<file path="src/rtl/pingpong_ctrl.sv">
// pingpong_ctrl: write/read sequencer for a DIM x DIM ping-pong pixel buffer.
// Optional frame/stall status counters are built when PPB_STATUS_EN is defined.
module pingpong_ctrl #(
    parameter int DIM   = 34,
    parameter int AW    = $clog2(DIM),
    parameter int CNT_W = 16
) (
    input  logic             clk,
    input  logic             rst_n,
    input  logic             en,
    input  logic             clr,
    input  logic             in_valid,
    output logic             in_ready,
    output logic             wr_en,
    output logic             wr_bank,
    output logic [AW-1:0]    wr_row,
    output logic [AW-1:0]    wr_col,
    output logic             frame_done,
    output logic             rd_valid,
    input  logic             rd_ready,
    output logic             rd_bank,
    output logic [DIM-1:0]   rd_row_sel,
    output logic             rd_done,
    output logic [CNT_W-1:0] frm_cnt,
    output logic [CNT_W-1:0] stall_cnt
);
    localparam logic [AW-1:0]  LAST = AW'(DIM - 1);
    localparam logic [AW-1:0]  IDX1 = AW'(1);
    localparam logic [DIM-1:0] SEL0 = DIM'(1);

    logic [1:0]    r_full;
    logic          r_wr_bank;
    logic [AW-1:0] r_wr_row;
    logic [AW-1:0] r_wr_col;
    logic          r_rd_bank;
    logic [AW-1:0] r_rd_row;
    logic          r_frame_done;
    logic          r_rd_done;

    logic          w_in_ready;
    logic          w_wr_en;
    logic          w_rd_valid;
    logic          w_rd_take;
    logic          w_wr_last;
    logic          w_rd_last;
    logic [1:0]    w_full_set;
    logic [1:0]    w_full_clr;

    // rst_n gates in_ready so nothing is accepted while reset is held
    assign w_in_ready = rst_n & en & ~r_full[r_wr_bank] & ~clr;
    assign w_wr_en    = in_valid & w_in_ready;
    assign w_rd_valid = en & r_full[r_rd_bank] & ~clr;
    assign w_rd_take  = w_rd_valid & rd_ready;
    assign w_wr_last  = w_wr_en & (r_wr_row == LAST) & (r_wr_col == LAST);
    assign w_rd_last  = w_rd_take & (r_rd_row == LAST);

    assign w_full_set = w_wr_last ? (r_wr_bank ? 2'b10 : 2'b01) : 2'b00;
    assign w_full_clr = w_rd_last ? (r_rd_bank ? 2'b10 : 2'b01) : 2'b00;

    always_ff @(posedge clk or negedge rst_n) begin
        if (!rst_n) begin
            r_full <= 2'b00;
        end else if (clr) begin
            r_full <= 2'b00;
        end else begin
            r_full <= (r_full & ~w_full_clr) | w_full_set;
        end
    end

    always_ff @(posedge clk or negedge rst_n) begin
        if (!rst_n) begin
            r_wr_bank <= 1'b0;
            r_wr_row  <= '0;
            r_wr_col  <= '0;
        end else if (clr) begin
            r_wr_bank <= 1'b0;
            r_wr_row  <= '0;
            r_wr_col  <= '0;
        end else if (w_wr_en) begin
            if (r_wr_col == LAST) begin
                r_wr_col <= '0;
                if (r_wr_row == LAST) begin
                    r_wr_row  <= '0;
                    r_wr_bank <= ~r_wr_bank;
                end else begin
                    r_wr_row <= r_wr_row + IDX1;
                end
            end else begin
                r_wr_col <= r_wr_col + IDX1;
            end
        end
    end

    always_ff @(posedge clk or negedge rst_n) begin
        if (!rst_n) begin
            r_rd_bank <= 1'b0;
            r_rd_row  <= '0;
        end else if (clr) begin
            r_rd_bank <= 1'b0;
            r_rd_row  <= '0;
        end else if (w_rd_take) begin
            if (r_rd_row == LAST) begin
                r_rd_row  <= '0;
                r_rd_bank <= ~r_rd_bank;
            end else begin
                r_rd_row <= r_rd_row + IDX1;
            end
        end
    end

    // pulses run regardless of en so a registered pulse always lasts one cycle
    always_ff @(posedge clk or negedge rst_n) begin
        if (!rst_n) begin
            r_frame_done <= 1'b0;
            r_rd_done    <= 1'b0;
        end else if (clr) begin
            r_frame_done <= 1'b0;
            r_rd_done    <= 1'b0;
        end else begin
            r_frame_done <= w_wr_last;
            r_rd_done    <= w_rd_last;
        end
    end

`ifdef PPB_STATUS_EN
    localparam logic [CNT_W-1:0] CNT1 = CNT_W'(1);

    logic [CNT_W-1:0] r_frm_cnt;
    logic [CNT_W-1:0] r_stall_cnt;

    always_ff @(posedge clk or negedge rst_n) begin
        if (!rst_n) begin
            r_frm_cnt   <= '0;
            r_stall_cnt <= '0;
        end else if (clr) begin
            r_frm_cnt   <= '0;
            r_stall_cnt <= '0;
        end else begin
            if (r_frame_done && (r_frm_cnt != '1)) begin
                r_frm_cnt <= r_frm_cnt + CNT1;
            end
            if (in_valid && !w_in_ready && en && (r_stall_cnt != '1)) begin
                r_stall_cnt <= r_stall_cnt + CNT1;
            end
        end
    end

    assign frm_cnt   = r_frm_cnt;
    assign stall_cnt = r_stall_cnt;
`else
    assign frm_cnt   = '0;
    assign stall_cnt = '0;
`endif

    assign in_ready   = w_in_ready;
    assign wr_en      = w_wr_en;
    assign wr_bank    = r_wr_bank;
    assign wr_row     = r_wr_row;
    assign wr_col     = r_wr_col;
    assign frame_done = r_frame_done;
    assign rd_valid   = w_rd_valid;
    assign rd_bank    = r_rd_bank;
    assign rd_row_sel = SEL0 << r_rd_row;
    assign rd_done    = r_rd_done;

endmodule

</file>
<file path="config.mk">
export PLATFORM = sky130hd
export DESIGN_NAME = pingpong_ctrl
export DESIGN_NICKNAME = d
export VERILOG_FILES = /design/src/rtl/pingpong_ctrl.sv
export SDC_FILE = /design/constraint.sdc
export NUM_CORES = 1
export LEC_CHECK = 0
export ABC_AREA = 1
export BUFFER_PORTS_ARGS = -buffer_cell sky130_fd_sc_hd__buf_4
export CAP_MARGIN = 20
export CORE_MARGIN = 4
export CORE_UTILIZATION = 48
export DETAILED_ROUTE_END_ITERATION = 10
export PLACE_DENSITY = 0.82
export SLEW_MARGIN = 20
export SYNTH_ARGS = -nofsm -noshare
export SYNTH_HDL_FRONTEND = slang
export SYNTH_SLANG_ARGS = --single-unit
export TNS_END_PERCENT = 100
</file>
<file path="constraint.sdc">
create_clock -name clk -period 1.55 [get_ports clk]
set_input_delay 0.2325 -clock clk [delete_from_list [all_inputs] [get_ports clk]]
set_output_delay 0.2325 -clock clk [all_outputs]
set_load 0.01 [all_outputs]
</file>
==> results of run 1 <==
## where the power goes
group / leakage, nW / internal, W / switching, W
combinational: 1.14 / 0.000125 / 0.000185
clock: 0.0357 / 0.000345 / 0.000202
sequential: 0.323 / 0.000654 / 0.0000282
## worst min-delay path by stage
stage               startpoint               endpoint  depth (start not counted)
finish                in_valid   frame_done$_DFF_PN0_                          3
global route          rd_ready      rd_done$_DFF_PN0_                          3
CTS                   in_valid   frame_done$_DFF_PN0_                          3
detailed placement       rst_n  wr_row[5]$_DFFE_PN0P_                          2
global placement         rst_n  wr_row[1]$_DFFE_PN0P_                          2
floorplan                rst_n   frame_done$_DFF_PN0_                          0
## kinds of logic after synthesis
family,after synthesis,share of synthesized area [%]
fa+ha+maj,10,6.08
buf+inv,70,19.9
other cells,1,0.182
flops,24,29.2
simple gates,166,38.7
compound gates,16,4.32
xor+xnor,4,1.70
## sequential cells by signal, summed over array words and instances (netlist names)
signal and cells:
r_rd_row 6, wr_col 6, wr_row 6, r_full 2, frame_done 1, rd_bank 1, rd_done 1, wr_bank 1
## cells in the mapped netlist, drive strengths merged
master | count | share of area [%]
xor2 | 4 | 1.7
nand3 | 30 | 9.2
a31o | 1 | 0.43
o21a | 1 | 0.36
nor3b | 1 | 0.36
inv | 31 | 5.7
clkinv | 1 | 0.79
dfrtp | 24 | 29
nand4 | 5 | 1.8
conb | 1 | 0.18
buf | 38 | 13
nand2 | 69 | 13
nand3b | 2 | 0.73
nor2 | 58 | 13
o21ai | 13 | 3.2
o21bai | 1 | 0.36
or2 | 1 | 0.30
ha | 10 | 6.1
## worst min-delay path, cell delays in order
cell     delay [ns]
buf_4          0.12
nand3_2        0.10
nor2_2         0.05
## layout make-up
class	count	area share (%)
multi-input cells	228	48.0
repair buffers	78	21.6
flip-flops and latches	24	21.0
inverters	32	4.83
well taps	50	2.16
clock buffers	3	1.42
clock inverters	1	1.03
## metal layers
metal	GRT usage, %	vias to the layer above	wire length (um)
met3	2.74	6	366
met5	0	-	0
met2	32.8	79	3000
met1	22.7	925	2180
li1	-	989	-
met4	5.03	0	55
## repair_timing
action / in CTS / in global routing
hold endpoints to repair: 24 / 0
gates resized for setup: 34 / 44
setup endpoints to repair: 35 / 44
setup buffers: 9 / 5
pin swaps: 19 / 14
hold buffers: 1 / 0
## per-stage QoR
| step | std cells | hold WS (ns) | utilization, % | total power (W) | setup TNS, ns |
|---|---|---|---|---|---|
| 2_1_floorplan | 322 | -0.0631 | - | 0.000918 | 0 |
| 3_3_place_gp | 397 | 0.267 | 59.6 | 0.000972 | 0 |
| 3_5_place_dp | 397 | 0.265 | 59.6 | 0.000982 | 0 |
| 4_1_cts | 411 | 0.252 | 66.8 | 0.00156 | -1.23 |
| 5_1_grt | 416 | 0.270 | 71.0 | 0.00162 | -3.90 |
| 6_report | 416 | 0.264 | 71.0 | 0.00154 | -1.52 |
==> flow_summary.yaml, run 1 <==
clock_network:
  clkSlewWorstSetupHoldPaths_ns: 0.08
  cts_root_buf: "clkbuf_8"
  clock_latency_ns: 0.27
  cts.sinks: 24
  cts_tree: "done"
  cts_made_buffers: 3
  htree_num_levels: 1
  clockBufferDepth: 2
timing:
  finalSetupViolCount: 34
  rsz0062_at_grt: "true"
  setup_ws_ns: -0.0943
  fin_crit_sh_pct: 106
  fmax_ghz: 0.608
  min_period_ns: 1.64
  clock_skew_ns: 0.00101
  hold_violations: 0
  finalMaxSlewViolations: 0
layout:
  layout_commonest_cell: "buf_4"
  fin_nets: 383
  design_area_mm2: 0.00290
  final_cell_mix: "69 x buf_4, 60 x nand2_1, 33 x nor2_1, 32 x conb_1, 21 x inv_1"
  multi_input_area_mm2: 0.00139
  area_delta_synth_final_pct: 41.0
  drive_above_1_share_pct: 43.2
  antenna_cells: 0
  nFillCells: 312
  ff_latch_area_um2: 608
setup_path:
  critPathSlowestCell: "dfrtp_2"
  startpoint_type: "flip-flop"
  crit_end: "rd_row_sel[30]"
  crit_buf_inv: 2
  r2r-start: "r_rd_row[1]$_DFFE_PN0P_"
  worst-path-stages: 5
  cp_max_fo: 4
  cp_cell_sequence: "inv_4 -> ha_4 -> nand3_2 -> nor2_1 -> buf_4"
  cp.required_ns: 1.32
  crit_type: "flip-flop to output pin"
  cp-end-kind: "output pin"
  cpPeakStageDelay_ns: 0.47
  r2r_slack_ns: 0
  crit_start: "r_rd_row[0]$_DFFE_PN0P_"
  reg2reg_depth: 10
  crit_family: "flip-flops"
  crit_arrival_ns: 1.41
  reg2reg_to: "r_full[0]$_DFF_PN0_"
min_path:
  hp-class: "primary input to flip-flop"
route:
  routedWlPerCell_um: 13.5
  wl_mm: 5.60
  ant_nets: 0
  drc: 0
  vias: 1999
  avgViaCountPerCell: 4.81
  drt-initial-drc-count: 43
  drt_pass1_iterations: 4
grt:
  grt_overflow: 0
  grt_pass1_vias: 1807
  grt_max_degree: 25
  grtUsageTotal_pct: 18.3
  grt_first_pass_wirelength_mm: 7.98
  grt_antenna_before_repair: 0
logic_synthesis:
  yosys_warnings: 0
  ys_seq_elements: 24
  yosysUniqueCellTypes: 28
  synth_area_mm2: 0.00206
  syn_area_per_cell_um2: 7.07
  synth.yosys.seq_area_share_pct: 29.2
  postSynthCellCount: 291
power_and_ir_drop:
  power_density_mw_per_mm2: 530
  p_leak_nw: 1.50
  ir_drop_uv: 645
flow_run:
  drv_cap: 0
placed_design:
  io_buffer_count: 58
  dp_hpwl_mm: 3.79
  gp_congestion: 0.846
  placed_area_mm2: 0.00243
  dp_slack_ns: 0.0461
die:
  dieArea_mm2: 0.00540
  start_util_pct: 50.4
  rows: 23
  core-area_mm2: 0.00409
  die_x_um: 73.5
  die_h_um: 73.5
  io_pins: 91
run_status:
  status: "finished with violations"
  failed_checks: "setup timing"
No activity file was read; power rests on OpenSTA's default activity.
==> run 2: changes to the inputs <==
--- a/config.mk
+++ b/config.mk
@@ -11,6 +11,7 @@
 export CORE_MARGIN = 4
 export CORE_UTILIZATION = 48
 export DETAILED_ROUTE_END_ITERATION = 10
+export GPL_TIMING_DRIVEN = 0
 export PLACE_DENSITY = 0.82
 export SLEW_MARGIN = 20
 export SYNTH_ARGS = -nofsm -noshare
==> constraint.sdc (replaced) <==
create_clock -name clk -period 1.55 [get_ports clk]
set_input_delay 0.0775 -clock clk [delete_from_list [all_inputs] [get_ports clk]]
set_output_delay 0.0775 -clock clk [all_outputs]
set_load 0.01 [all_outputs]
==> flow_summary.yaml, run 2 (synthesized netlist as in run 1, its figures left out) <==
grt:
  grt_first_pass_wirelength_mm: 8.00
  grt_max_degree: 25
  grtUsageTotal_pct: 18.4
  grt_pass1_vias: 1818
  grt_overflow: 0
  grt_antenna_before_repair: 0
timing:
  hold_violations: 0
  fin_crit_sh_pct: 95.2
  holdWs_ns: 0.122
  min_period_ns: 1.48
  tightest_slew_ns: 0.535
  clock_skew_ns: 0.00149
  rsz0062_at_grt: "true"
  fmax_ghz: 0.678
  finalSetupTns_ns: 0
  slew_headroom_pct: 64.4
  setup_ws_ns: 0.0745
  finalSetupViolCount: 0
  finalMaxSlewViolations: 0
layout:
  layout_commonest_cell: "buf_4"
  antenna_cells: 0
  drive_above_1_share_pct: 37.6
  fin_nets: 412
  area_delta_synth_final_pct: 38.2
  final_util_pct: 69.6
  final_cell_mix: "100 x buf_4, 64 x nand2_1, 49 x nor2_1, 32 x conb_1"
route:
  wl_met2_mm: 2.41
  dr_wl_met3_um: 459
  wl_mm: 4.85
  ant_nets: 0
  highest_layer: "met4"
  avgViaCountPerCell: 4.49
  routedWlPerCell_um: 10.9
  wl_met1_mm: 1.94
  vias: 1992
  drc: 0
  drt_pass1_iterations: 4
  drt-initial-drc-count: 64
setup_path:
  crit_arrival_ns: 1.40
  cp_cell_sequence: "nand2_1 -> inv_1 -> nor2_1 -> nand3_2 -> inv_1 -> buf_4"
  critPathSlowestCell: "dfrtp_2"
  cp-end-kind: "output pin"
  crit_type: "flip-flop to output pin"
  cp.required_ns: 1.47
  cpPeakStageDelay_ns: 0.45
  cp_common_cell: "inv_1"
  startpoint_type: "flip-flop"
  cp_max_fo: 7
die:
  die_x_um: 73.5
  io_pins: 91
  start_util_pct: 50.4
  die_h_um: 73.5
  core-area_mm2: 0.00409
  dieArea_mm2: 0.00540
  rows: 23
placed_design:
  dp_hpwl_mm: 3.89
  io_buffer_count: 57
  gp_congestion: 0.791
  dp_slack_ns: 0.0271
clock_network:
  cts_root_buf: "clkbuf_8"
  cts_tree: "done"
  cts_made_buffers: 3
  clockBufferDepth: 2
  clkSlewWorstSetupHoldPaths_ns: 0.08
  clock_latency_ns: 0.26
  cts.sinks: 24
  htree_num_levels: 1
min_path:
  hp-class: "primary input to flip-flop"
power_and_ir_drop:
  p_leak_nw: 1.59
  ir_drop_uv: 417
  power_density_mw_per_mm2: 492
run_status:
  status: "finished, final reports clean"
flow_run:
  drv_cap: 0
[run 2: cell type report]
class	instances	area (um^2)
buffer	38	282
inverter	32	133
sequential	24	606
multi-input combinational	228	1200
timing repair buffer	69	518
fill	363	1240
tap	50	62.6
clock buffer	3	41.3
[run 2: routing by layer]
metal / vias to the layer above / global-route usage, %
met5: - / 0
met4: 0 / 4.23
met3: 4 / 2.87
met2: 69 / 33.2
met1: 870 / 22.9
li1: 1049 / -
[run 2: stage by stage]
step / cells / instance area (um^2) / total power [W]
3_5_place_dp: 429 / 2670 / 0.00102
2_1_floorplan: 322 / 2170 / 0.000918
5_1_grt: 444 / 2840 / 0.00149
6_report: 444 / 2840 / 0.00140
3_3_place_gp: 429 / 2670 / 0.00101
4_1_cts: 433 / 2720 / 0.00139
[run 2: path summary, 6_finish.rpt]
path                                        from  cells past startpoint                      end  slack [ns]
max                          wr_bank$_DFFE_PN0P_                      6                    wr_en        0.07
min                                     in_valid                      3     frame_done$_DFF_PN0_        0.12
max reg2reg                wr_col[0]$_DFFE_PN0P_                      7    wr_col[4]$_DFFE_PN0P_        0.13
min reg2reg                  wr_bank$_DFFE_PN0P_                      2      wr_bank$_DFFE_PN0P_        0.55
max in group asynchronous                  rst_n                      3  r_rd_row[0]$_DFFE_PN0P_        0.69
min in group asynchronous                  rst_n                      3    wr_row[5]$_DFFE_PN0P_        0.47
[run 2: where the power goes]
group	switching, W	total [W]	internal, W
Clock	0.000184	0.000358	0.000174
Combinational	0.000172	0.000338	0.000166
Sequential	0.0000478	0.000705	0.000657
[run 2: worst max-delay path: cells and delay by family (launching register included)]
family	cells	cell delay, ns
buf+inv	3	0.30
flops	1	0.45
simple gates	3	0.39
[run 2: timing repair]
| item | CTS | global route |
|---|---|---|
| hold endpoints to repair | 24 | 24 |
| cloned | 0 | 0 |
| setup endpoints to repair | 1 | 48 |
| pin swaps | 0 | 1 |
| resized for setup | 1 | 19 |
| hold buffers | 1 | 1 |
| setup buffers | 0 | 10 |
